--- src/rtl/uart_pkg.sv ---
// uart_pkg
// Shared definitions for the UART receive path: receiver FSM state encoding,
// line-control-register field positions, word-length decode and the bit
// positions of the per-character error flags stored alongside each byte.
package uart_pkg;

  typedef enum logic [2:0] {
    ST_IDLE   = 3'd0,
    ST_START  = 3'd1,
    ST_DATA   = 3'd2,
    ST_PARITY = 3'd3,
    ST_STOP   = 3'd4
  } rx_state_e;

  // lcr fields; bits [2] and [7:6] carry nothing for the receiver
  localparam int LCR_WLS_LO = 0;
  localparam int LCR_WLS_HI = 1;
  localparam int LCR_PEN    = 3;
  localparam int LCR_EPS    = 4;
  localparam int LCR_STICK  = 5;

  // error flag positions inside the 3-bit error tag
  localparam int ERR_PAR = 0;
  localparam int ERR_FRM = 1;
  localparam int ERR_BRK = 2;
  localparam int ERR_W   = 3;

  // word length select 0..3 -> 5..8 data bits
  function automatic logic [3:0] word_len(input logic [1:0] wls);
    return 4'd5 + {2'b00, wls};
  endfunction

endpackage

--- src/rtl/uart_rx_fifo.sv ---
// uart_rx_fifo
// Synchronous first-word-fall-through FIFO for received characters.
// The head entry is always visible on rd_data while the FIFO is non-empty and
// reads as zero when empty.
//   clk, rst    : clock, synchronous active-low reset
//   wr_en/data  : push; dropped when full unless a pop happens in the same cycle
//   rd_en       : pop head; ignored when empty
//   rd_data     : head entry
//   full, empty : status
//   count       : occupancy 0..DEPTH
module uart_rx_fifo #(
  parameter int WIDTH = 11,
  parameter int DEPTH = 16
) (
  input  logic                         clk,
  input  logic                         rst,
  input  logic                         wr_en,
  input  logic [WIDTH-1:0]             wr_data,
  input  logic                         rd_en,
  output logic [WIDTH-1:0]             rd_data,
  output logic                         full,
  output logic                         empty,
  output logic [$clog2(DEPTH+1)-1:0]   count
);
  import uart_pkg::*;

  localparam int PW = $clog2(DEPTH);
  localparam int CW = $clog2(DEPTH+1);

  logic [WIDTH-1:0] mem [DEPTH];
  logic [PW-1:0]    wr_ptr;
  logic [PW-1:0]    rd_ptr;
  logic             wr_ok;
  logic             rd_ok;

  assign full  = (count == CW'(DEPTH));
  assign empty = (count == '0);

  // a full FIFO still accepts a push when the head leaves in the same cycle
  assign wr_ok = wr_en && (!full || rd_en);
  assign rd_ok = rd_en && !empty;

  assign rd_data = empty ? '0 : mem[rd_ptr];

  always_ff @(posedge clk) begin
    if (wr_ok) mem[wr_ptr] <= wr_data;
  end

  always_ff @(posedge clk) begin
    if (!rst) begin
      wr_ptr <= '0;
      rd_ptr <= '0;
      count  <= '0;
    end else begin
      if (wr_ok) wr_ptr <= wr_ptr + 1'b1;
      if (rd_ok) rd_ptr <= rd_ptr + 1'b1;
      case ({wr_ok, rd_ok})
        2'b10:   count <= count + 1'b1;
        2'b01:   count <= count - 1'b1;
        default: count <= count;
      endcase
    end
  end

endmodule

--- src/rtl/uart_rx_core.sv ---
// uart_rx_core
// Oversampling UART receiver feeding an error-tagged FWFT receive FIFO.
//   clk, rst          : clock, synchronous active-low reset
//   ideal_rx          : holds the receiver idle, aborting any frame in flight
//   rx                : asynchronous serial input, idle high
//   lcr               : [1:0] word length, [3] parity en, [4] even, [5] stick
//   dll, dlh          : baud divisor {dlh,dll}; 0 stops the oversample tick
//   rd_en             : pop FIFO head
//   rx_trig           : interrupt trigger level (0 behaves as 1)
//   rd_data, rd_err   : head character and {break, framing, parity} flags
//   rx_empty, rx_full : FIFO status
//   rx_count          : FIFO occupancy
//   overrun           : sticky, set when a character is dropped on a full FIFO
//   irq               : trigger level | head has errors | idle timeout
//
// state     | meaning
// ----------+----------------------------------------------------------
// ST_IDLE   | line idle, waiting for a 1->0 transition on rx_s
// ST_START  | validating the start bit at its centre
// ST_DATA   | sampling data bits, LSB first
// ST_PARITY | sampling the parity bit
// ST_STOP   | sampling the stop bit; result pushed the following cycle
module uart_rx_core #(
  parameter int OVS      = 16,
  parameter int DEPTH    = 16,
  parameter int TO_CHARS = 4
) (
  input  logic                         clk,
  input  logic                         rst,
  input  logic                         ideal_rx,
  input  logic                         rx,
  input  logic [7:0]                   lcr,
  input  logic [7:0]                   dll,
  input  logic [7:0]                   dlh,
  input  logic                         rd_en,
  input  logic [$clog2(DEPTH+1)-1:0]   rx_trig,
  output logic [7:0]                   rd_data,
  output logic [2:0]                   rd_err,
  output logic                         rx_empty,
  output logic                         rx_full,
  output logic [$clog2(DEPTH+1)-1:0]   rx_count,
  output logic                         overrun,
  output logic                         irq
);
  import uart_pkg::*;

  localparam int SW       = $clog2(OVS + 3);
  localparam int CW       = $clog2(DEPTH + 1);
  localparam int TO_TICKS = TO_CHARS * 10 * OVS;
  localparam int TW       = $clog2(TO_TICKS + 1);

  // ---------------- synchroniser and edge detect ----------------
  logic rx_m, rx_s, rx_s_d;
  logic fall;

  always_ff @(posedge clk) begin
    if (!rst) begin
      rx_m   <= 1'b1;
      rx_s   <= 1'b1;
      rx_s_d <= 1'b1;
    end else begin
      rx_m   <= rx;
      rx_s   <= rx_m;
      rx_s_d <= rx_s;
    end
  end

  assign fall = rx_s_d && !rx_s;

  // ---------------- oversample tick ----------------
  // The divisor in use is only refreshed at a wrap, so a new divisor never
  // truncates or stretches the period already in progress.
  logic [15:0] divisor, div_cur, div_cnt;
  logic        tick;

  assign divisor = {dlh, dll};
  assign tick    = (div_cur != '0) && (div_cnt == '0);

  always_ff @(posedge clk) begin
    if (!rst) begin
      div_cur <= '0;
      div_cnt <= '0;
    end else if (div_cur == '0 || div_cnt == '0) begin
      div_cur <= divisor;
      div_cnt <= divisor - 16'd1;
    end else begin
      div_cnt <= div_cnt - 16'd1;
    end
  end

  // ---------------- receiver FSM ----------------
  rx_state_e state, state_nx;

  logic [SW-1:0] samp_cnt, samp_n;
  logic [2:0]    bit_idx;
  logic          s0, s1, maj;
  logic [7:0]    data_sh;
  logic          par_q;
  logic [1:0]    wls_q;
  logic          pen_q, eps_q, stick_q;
  logic          start_dec, bit_dec, last_bit;

  logic cnt_clr, cnt_inc, cnt_reload, latch_lcr;
  logic take_s0, take_s1, cap_data, cap_par, cap_stop;

  // samp_cnt counts ticks since the previous bit centre; the three votes sit
  // at OVS, OVS+1, OVS+2 ticks after it and the decision is made on the last.
  assign samp_n    = samp_cnt + 1'b1;
  assign start_dec = tick && (samp_n == SW'(OVS / 2));
  assign bit_dec   = tick && (samp_n == SW'(OVS + 2));
  assign last_bit  = ({1'b0, bit_idx} == (word_len(wls_q) - 4'd1));
  assign maj       = (s0 & s1) | (s0 & rx_s) | (s1 & rx_s);

  always_ff @(posedge clk) begin
    if (!rst) state <= ST_IDLE;
    else      state <= state_nx;
  end

  always_comb begin
    state_nx = state;
    if (ideal_rx) begin
      state_nx = ST_IDLE;
    end else begin
      case (state)
        ST_IDLE:   if (fall) state_nx = ST_START;
        ST_START:  if (start_dec) state_nx = rx_s ? ST_IDLE : ST_DATA;
        ST_DATA:   if (bit_dec && last_bit) state_nx = pen_q ? ST_PARITY : ST_STOP;
        ST_PARITY: if (bit_dec) state_nx = ST_STOP;
        ST_STOP:   if (bit_dec) state_nx = ST_IDLE;
        default:   state_nx = ST_IDLE;
      endcase
    end
  end

  always_comb begin
    cnt_clr    = 1'b0;
    cnt_inc    = 1'b0;
    cnt_reload = 1'b0;
    latch_lcr  = 1'b0;
    take_s0    = 1'b0;
    take_s1    = 1'b0;
    cap_data   = 1'b0;
    cap_par    = 1'b0;
    cap_stop   = 1'b0;
    if (ideal_rx) begin
      cnt_clr = 1'b1;
    end else begin
      case (state)
        ST_IDLE: cnt_clr = 1'b1;
        ST_START: begin
          cnt_inc = tick;
          if (start_dec && !rx_s) begin
            latch_lcr = 1'b1;
            cnt_clr   = 1'b1;
          end
        end
        ST_DATA, ST_PARITY, ST_STOP: begin
          cnt_inc = tick;
          take_s0 = tick && (samp_n == SW'(OVS));
          take_s1 = tick && (samp_n == SW'(OVS + 1));
          if (bit_dec) begin
            cnt_reload = 1'b1;
            cap_data   = (state == ST_DATA);
            cap_par    = (state == ST_PARITY);
            cap_stop   = (state == ST_STOP);
          end
        end
        default: cnt_clr = 1'b1;
      endcase
    end
  end

  // ---------------- frame datapath ----------------
  logic       par_err, brk;
  logic       push_q;
  logic [7:0] push_data;
  logic [2:0] push_err;

  // data_sh is cleared at frame start, so bits above the word length stay 0
  // and take no part in the parity sum or the break test.
  always_comb begin
    par_err = 1'b0;
    if (pen_q) begin
      if (stick_q) par_err = (par_q == eps_q);
      else         par_err = ((^data_sh) ^ par_q) == eps_q;
    end
  end

  assign brk = (data_sh == '0) && (!pen_q || !par_q) && !maj;

  always_ff @(posedge clk) begin
    if (!rst) begin
      samp_cnt  <= '0;
      bit_idx   <= '0;
      s0        <= 1'b1;
      s1        <= 1'b1;
      data_sh   <= '0;
      par_q     <= 1'b0;
      wls_q     <= '0;
      pen_q     <= 1'b0;
      eps_q     <= 1'b0;
      stick_q   <= 1'b0;
      push_q    <= 1'b0;
      push_data <= '0;
      push_err  <= '0;
    end else begin
      push_q <= 1'b0;

      if (cnt_clr)         samp_cnt <= '0;
      else if (cnt_reload) samp_cnt <= SW'(2);
      else if (cnt_inc)    samp_cnt <= samp_n;

      if (latch_lcr) begin
        wls_q   <= lcr[LCR_WLS_HI:LCR_WLS_LO];
        pen_q   <= lcr[LCR_PEN];
        eps_q   <= lcr[LCR_EPS];
        stick_q <= lcr[LCR_STICK];
        data_sh <= '0;
        bit_idx <= '0;
      end

      if (take_s0) s0 <= rx_s;
      if (take_s1) s1 <= rx_s;

      if (cap_data) begin
        data_sh[bit_idx] <= maj;
        bit_idx          <= bit_idx + 1'b1;
      end

      if (cap_par) par_q <= maj;

      if (cap_stop) begin
        push_q            <= 1'b1;
        push_data         <= data_sh;
        push_err[ERR_PAR] <= par_err;
        push_err[ERR_FRM] <= !maj;
        push_err[ERR_BRK] <= brk;
      end
    end
  end

  logic [7:0] lcr_unused;
  assign lcr_unused = {lcr[7:6], lcr[2], 5'b0};

  // ---------------- receive FIFO ----------------
  logic [ERR_W+7:0] head;

  uart_rx_fifo #(
    .WIDTH (ERR_W + 8),
    .DEPTH (DEPTH)
  ) u_fifo (
    .clk     (clk),
    .rst     (rst),
    .wr_en   (push_q),
    .wr_data ({push_err, push_data}),
    .rd_en   (rd_en),
    .rd_data (head),
    .full    (rx_full),
    .empty   (rx_empty),
    .count   (rx_count)
  );

  assign rd_data = head[7:0];
  assign rd_err  = head[ERR_W+7:8];

  logic push_ok, pop_ok;
  assign push_ok = push_q && (!rx_full || rd_en);
  assign pop_ok  = rd_en && !rx_empty;

  always_ff @(posedge clk) begin
    if (!rst)                           overrun <= 1'b0;
    else if (push_q && rx_full && !rd_en) overrun <= 1'b1;
    else if (pop_ok)                    overrun <= 1'b0;
  end

  // ---------------- idle timeout ----------------
  logic [TW-1:0] to_cnt;
  logic          to_flag;

  always_ff @(posedge clk) begin
    if (!rst) begin
      to_cnt  <= TW'(TO_TICKS);
      to_flag <= 1'b0;
    end else if (push_ok || pop_ok || rx_empty) begin
      to_cnt  <= TW'(TO_TICKS);
      to_flag <= 1'b0;
    end else if (tick && !to_flag) begin
      if (to_cnt == TW'(1)) to_flag <= 1'b1;
      to_cnt <= to_cnt - 1'b1;
    end
  end

  // ---------------- interrupt ----------------
  logic [CW-1:0] trig_eff;
  assign trig_eff = (rx_trig == '0) ? CW'(1) : rx_trig;
  assign irq = (rx_count >= trig_eff) || (!rx_empty && (rd_err != '0)) || to_flag;

endmodule

--- config.mk ---
export PLATFORM = sky130hd
export DESIGN_NAME = uart_rx_core
export DESIGN_NICKNAME = d
export VERILOG_FILES = /design/src/rtl/uart_pkg.sv /design/src/rtl/uart_rx_fifo.sv /design/src/rtl/uart_rx_core.sv
export SDC_FILE = /design/constraint.sdc
export NUM_CORES = 1
export LEC_CHECK = 0
export CORE_MARGIN = 2
export CORE_UTILIZATION = 60
export CTS_BUF_LIST = sky130_fd_sc_hd__clkbuf_8 sky130_fd_sc_hd__clkbuf_16
export DETAILED_ROUTE_END_ITERATION = 8
export GPL_ROUTABILITY_DRIVEN = 0
export PLACE_DENSITY_LB_ADDON = 0.05
export SLEW_MARGIN = 30
export SYNTH_ARGS = -nofsm -noshare
export SYNTH_HDL_FRONTEND = slang
export SYNTH_SLANG_ARGS = --single-unit
export TNS_END_PERCENT = 30
--- constraint.sdc ---
create_clock -name clk -period 4.05 [get_ports clk]
set_input_delay 0.6075 -clock clk [delete_from_list [all_inputs] [get_ports clk]]
set_output_delay 0.6075 -clock clk [all_outputs]
set_load 0.03 [all_outputs]
# Word-level counts from Yosys, hierarchy flattened
# Memories as Yosys holds them, arrays and structs flattened. A register that Yosys moved wholly into a read port is not among the register bits.
# Cells that the tools add are included.
# classes
n_addsub,11
magnitude_cmp,3
eq_ne,20
mux,54
n_bitwise,7
n_reduce_logical,53
# op_table
cell,count
$logic_not A16 Y1,2
$sub A16 B1 Y16 const B,2
$mux W1,30
$mux W3,8
$mux W8,3
$eq A5 B5 Y1 const B,4
$logic_and A1 B1 Y1,17
$mux W16,1
$reduce_bool A16 Y1,1
$pmux W3 S5,1
$mux W11,1
$add A5 B1 Y5 const B,2
$eq A10 B1 Y1 const B,1
$logic_not A5 Y1,2
$ne A2 B2 Y1 const B,5
$pmux W5 S2,1
$sub A10 B1 Y10 const B,1
$add A4 B1 Y4 const B,2
$bwmux W8,1
$logic_not A1 Y1,8
$logic_not A8 Y1,1
$mux W4,2
$reduce_bool A2 Y1,4
$reduce_xor A8 Y1,1
31 further kinds,47
# word_totals
register_bits,99
ramBits,176
out_inout_bits,20
elab_cells,175
mem_count,1
# memory_table
name,words,width,read_ports,rd_clocked_by_memory_dff,wr,line_no,rtl
u_fifo.mem,16,11,1,1,1,uart_rx_fifo.sv:30,logic [WIDTH-1:0] mem [DEPTH];

# Logic depth before layout (Yosys ltp)
# logic_depth
word_depth,11
ltp_mapped,13
mapped_depth_nobuf,12

# By module
# Synthesis repeated with hierarchy kept, for this count alone.
# unflattened
cells_unflattened,948
area_unflattened_um2,12366.9
# modules_own_cells
mod,instances,cells_each,area_each_um2
uart_rx_fifo,1,412,7790.0
uart_rx_core,1,536,4576.9

# Worst setup path after synthesis
# Ideal clock, no wire load.
# synth_path
path_kind,register -> register
from,register div_cur[10]
to,register div_cnt[10]
setup_ns,0.115
t_arrival_ns,3.091
required_time_ns,3.935
slack_ns,0.844
stages_incl_launch_ff,14
path_buffers,2
cell_sequence,dfxtp_1 nor4_1 and4_1 clkbuf_1 nor2_1 clkbuf_1 a21boi_0 ha_1 nor3b_1 nand2_1 or4_1 xor2_1 nand2_1 and3_1
# synth_between
elab_chain_len,3
# synth_rtl
item,line_no,rtl
"start, declared",uart_rx_core.sv:73,"logic [15:0] divisor, div_cur, div_cnt;"
"start signal, assigned",uart_rx_core.sv:84,div_cur <= divisor;
$logic_not A16 Y1,uart_rx_core.sv:83,end else if (div_cur == '0 || div_cnt == '0) begin
$logic_or A1 B1 Y1,uart_rx_core.sv:83,
$mux W16,uart_rx_core.sv:83,
"end signal, assigned",uart_rx_core.sv:85,div_cnt <= divisor - 16'd1;
"end signal, assigned",uart_rx_core.sv:87,div_cnt <= div_cnt - 16'd1;
"end, declared",uart_rx_core.sv:73,
# Every way passes these cells.
# A chain may end at the register's enable or synchronous reset.

==> impl_metrics.toml <==
[synthesis]
synth_compound_area_share_pct = 6.79
synthCells = 914
synth_warnings = 0
synth_edf_count = 176
synth_top_family_by_area = "simple AND/OR/NAND/NOR gates"
synth_mux_area_share_pct = 10.7
syn-num-nets = 976
syn_area_um2 = 12200
ys_types = 70
synth_simple_gate_area_share_pct = 14.0
synthAdderAreaFrac_pct = 3.01
synth_ff_type = "edfxtp_1"
synth-xor-area-share_pct = 3.29
postSynthAreaPerCell_um2 = 13.4
ys_ff_latch = 279
async_flop_share_pct = 0
ys_seq_area_share_pct = 60.0

[critical_path]
cp_top_family = "multiplexers"
reg2reg_from = "div_cur[7]"
cpMostUsedCell = "mux4_2"
path_cells = "buf_12 > mux4_2 > mux4_2 > nor2b_1 > clkdlybuf4s50_1"
worstSetupStartpointType = "flop"
crit_slowest_cell = "clkdlybuf4s50_1"
path_depth = 5
cp-end-kind = "output pin"
worst_r2r_path_depth = 11
rr_endpoint = "div_cnt[10]"
critical_path_buf_inv_count = 2
crit_fanout = 44
worstPathRequired_ns = 3.44
setup.worst_path.class = "reg -> out"
crit_arrival_ns = 3.04
cpPeakStageDelay_ns = 0.60
rrSetupSlack_ns = 0.53

[sta]
slew_headroom_pct = 43.4
fin_ws_ns = 0.399
fin_crit_sh_pct = 90.2
fmax_mhz = 274
setup_viol = 0
maxSlewViolCount = 0
rsz0062_at_grt = "no"
hold_slack_ns = 0.406
final.setup.tns_ns = 0
final.setup_skew_ns = 0.0124
hold_viol_final = 0
period_minus_slack_ns = 3.65
tightest_slew_ns = 0.849

[placement]
io_buffers = 50
hpwlAfterDp_um = 16000
dp_slack_ns = 0.422
post_dp_cell_area_um2 = 13000

[clocking]
cts_resized = 0
post_cts_buffers = 0
root_buffer = "clkbuf_16"
htreeDepth = 1
cts_hold_buf = 0
clockBufferDepth = 3
cts_buffers = 28
cts_tree = "done"
clk_pin_slew_ns = 0.06
worstSkewPairLatency_ns = 0.54
clkSinkCount = 279

[route]
dr.pass1.iters = 5
post_drt_wl_per_cell_um = 19.2
drc_errors = 0
postRouteAntennaNets = 0
drt_iter0_drc = 423
via_per_inst = 5.88
routed_wl_um = 24100
dr_total_vias = 7377

[power_and_ir_drop]
p_int_uw = 4980
switching_share_pct = 27.2
p_switching_uw = 1870
powerDensity_nw_per_um2 = 495
clkPwrFrac_pct = 34.5
p_seq_share_pct = 47.0
p_leak_uw = 0.00522
combPwrFrac_pct = 18.5
ir_drop_uv = 461
p_total_uw = 6850

[layout]
area_growth_pct = 13.1
seqCellArea_um2 = 7350
stdcell_area_um2 = 13800
fin_nets = 1026
diodes = 0
fill_cells = 1381
drive_gt1_share_pct = 12.3
multi_input_area_um2 = 4620

[floorplanning]
die-area_um2 = 21600
fp-row-count = 52
dieWidth_um = 147
start_util_pct = 60.9
core_um2 = 20100
fp.dieH_um = 147
ioPinCount = 54

[global_routing]
overflow = 0
grt_pass1_vias = 7490
gr-usage-all-layers_pct = 22.8
grt_max_degree = 57
antenna_found_initial = 0
grt_pass1_wl_um = 38900

[hold_path]
min_path_cells = 1
hold_path_class = "reg -> reg"
min_delay_worst_endpoint = "rx_s"
hp-start = "rx_m"

[status]
outcome = "finished, final reports clean"

[job]
max_cap_viol_count = 0
cells in the final DEF (no fill, tap or decap), types with 3 or more instances in the layout:
cell type / n
nor4_4: 3
dfxtp_1: 101
or3_1: 5
clkinvlp_2: 3
clkinv_1: 7
nand3_1: 11
nor4_1: 9
o211a_1: 7
o211ai_1: 8
and4_1: 3
buf_4: 8
or4_1: 4
nor3_1: 17
ha_1: 27
nand2b_1: 16
a21boi_0: 23
clkdlybuf4s50_1: 48
o31ai_1: 9
nor2b_1: 23
a22oi_1: 5
o21ai_0: 7
a21boi_1: 10
nor3b_1: 4
edfxtp_1: 176
nand4_1: 8
or2_2: 3
inv_1: 35
mux2i_1: 14
nand2_1: 117
and3_1: 11
a21oi_1: 10
nor2_1: 38
xnor2_1: 28
and2_1: 29
mux4_2: 52
a21o_1: 4
o21bai_1: 4
xor2_1: 18
clkbuf_16: 29
power by group through the flow:
stage	Combinational, uW	Clock, uW	Sequential (uW)
2_1_floorplan	941	0	3270
3_3_place_gp	1230	0	3270
3_5_place_dp	1280	0	3280
4_1_cts	1280	2400	3220
5_1_grt	1410	2510	3230
6_report	1270	2360	3220
registers in the layout (all words and copies together) (netlist names), 3 cells and up, named ones only:
| name | count |
|---|---|
| push_data | 8 |
| state | 3 |
| u_fifo.rd_ptr | 4 |
| div_cur | 16 |
| data_sh | 8 |
| u_fifo.wr_ptr | 4 |
| samp_cnt | 5 |
| u_fifo.count | 5 |
| bit_idx | 3 |
| push_err | 3 |
| div_cnt | 16 |
| u_fifo.mem | 176 |
| to_cnt | 10 |
Yosys cell counts (4+ instances only):
master,instances,area [um2]
dfxtp_1,103,2060
o21bai_1,4,30.0
buf_2,8,40.0
xnor2_1,28,245
a21oi_1,10,50.1
xor2_1,18,158
nand2_1,117,439
nor2b_1,23,144
mux2i_1,14,140
and2_1,29,181
a22oi_1,5,37.5
o31ai_1,9,67.6
inv_1,27,101
o211a_1,7,70.1
mux4_2,52,1170
nand3_1,11,55.1
a21boi_0,23,173
ha_1,27,338
nor2_1,38,143
nor4_1,9,56.3
clkbuf_1,28,105
or4_1,4,30.0
nor3_1,17,85.1
a21o_1,4,30.0
or3_1,5,31.3
o211ai_1,8,60.1
o21ai_0,7,35.0
nor3b_1,4,30.0
nand4_1,8,50.1
a21boi_1,10,75.1
edfxtp_1,176,5290
nand2b_1,16,100
and3_1,11,68.8
stage by stage:
step / util, % / std cells
after floorplan: - / 914
after global placement: 64.7 / 1204
after detailed placement: 64.7 / 1204
after CTS: 68.9 / 1255
after global routing: 68.9 / 1255
final: 68.9 / 1255
layout make-up:
cell class              count  share of cell area (%)
clock inverters            22                   0.859
flip-flops and latches    279                    53.1
multi-input cells         569                    33.4
well taps                 270                    2.44
repair buffers             59                    4.23
clock buffers              29                    5.24
inverters                  27                   0.732
metal layers:
layer,wire length (um),track usage [%],vias to the layer above
met2,12500,40.8,201
met5,0,0,-
met1,10200,30.2,3647
met3,1050,2.64,31
li1,-,-,3498
met4,367,5.15,0
worst max-delay path by stage:
stage / to / slack, ns
after global routing: div_cnt[10] / 0.18
after CTS: rd_data[2] / 0.35
final: rd_data[2] / 0.40
after global placement: irq / 0.45
after detailed placement: irq / 0.42
after floorplan: div_cnt[10] / 0.84
worst register-to-register path, stage by stage, from the launching register on:
cell,delay (ns)
dfxtp_1,0.32
nor4_1,0.40
and4_1,0.44
nor2_1,0.22
a21boi_0,0.28
ha_1,0.29
nor3b_1,0.41
nand2_1,0.20
or4_1,0.45
xor2_1,0.16
nand2_1,0.07
and3_1,0.19
cell families after synthesis:
kind of cell / after synthesis
multiplexers: 66
adder cells (fa/ha/maj): 29
buffers and inverters: 66
AND/OR/NAND/NOR: 318
XOR/XNOR: 46
flip-flops: 279
AO/OA/AOI/OAI: 110
Power figures use the tool's default switching activity.
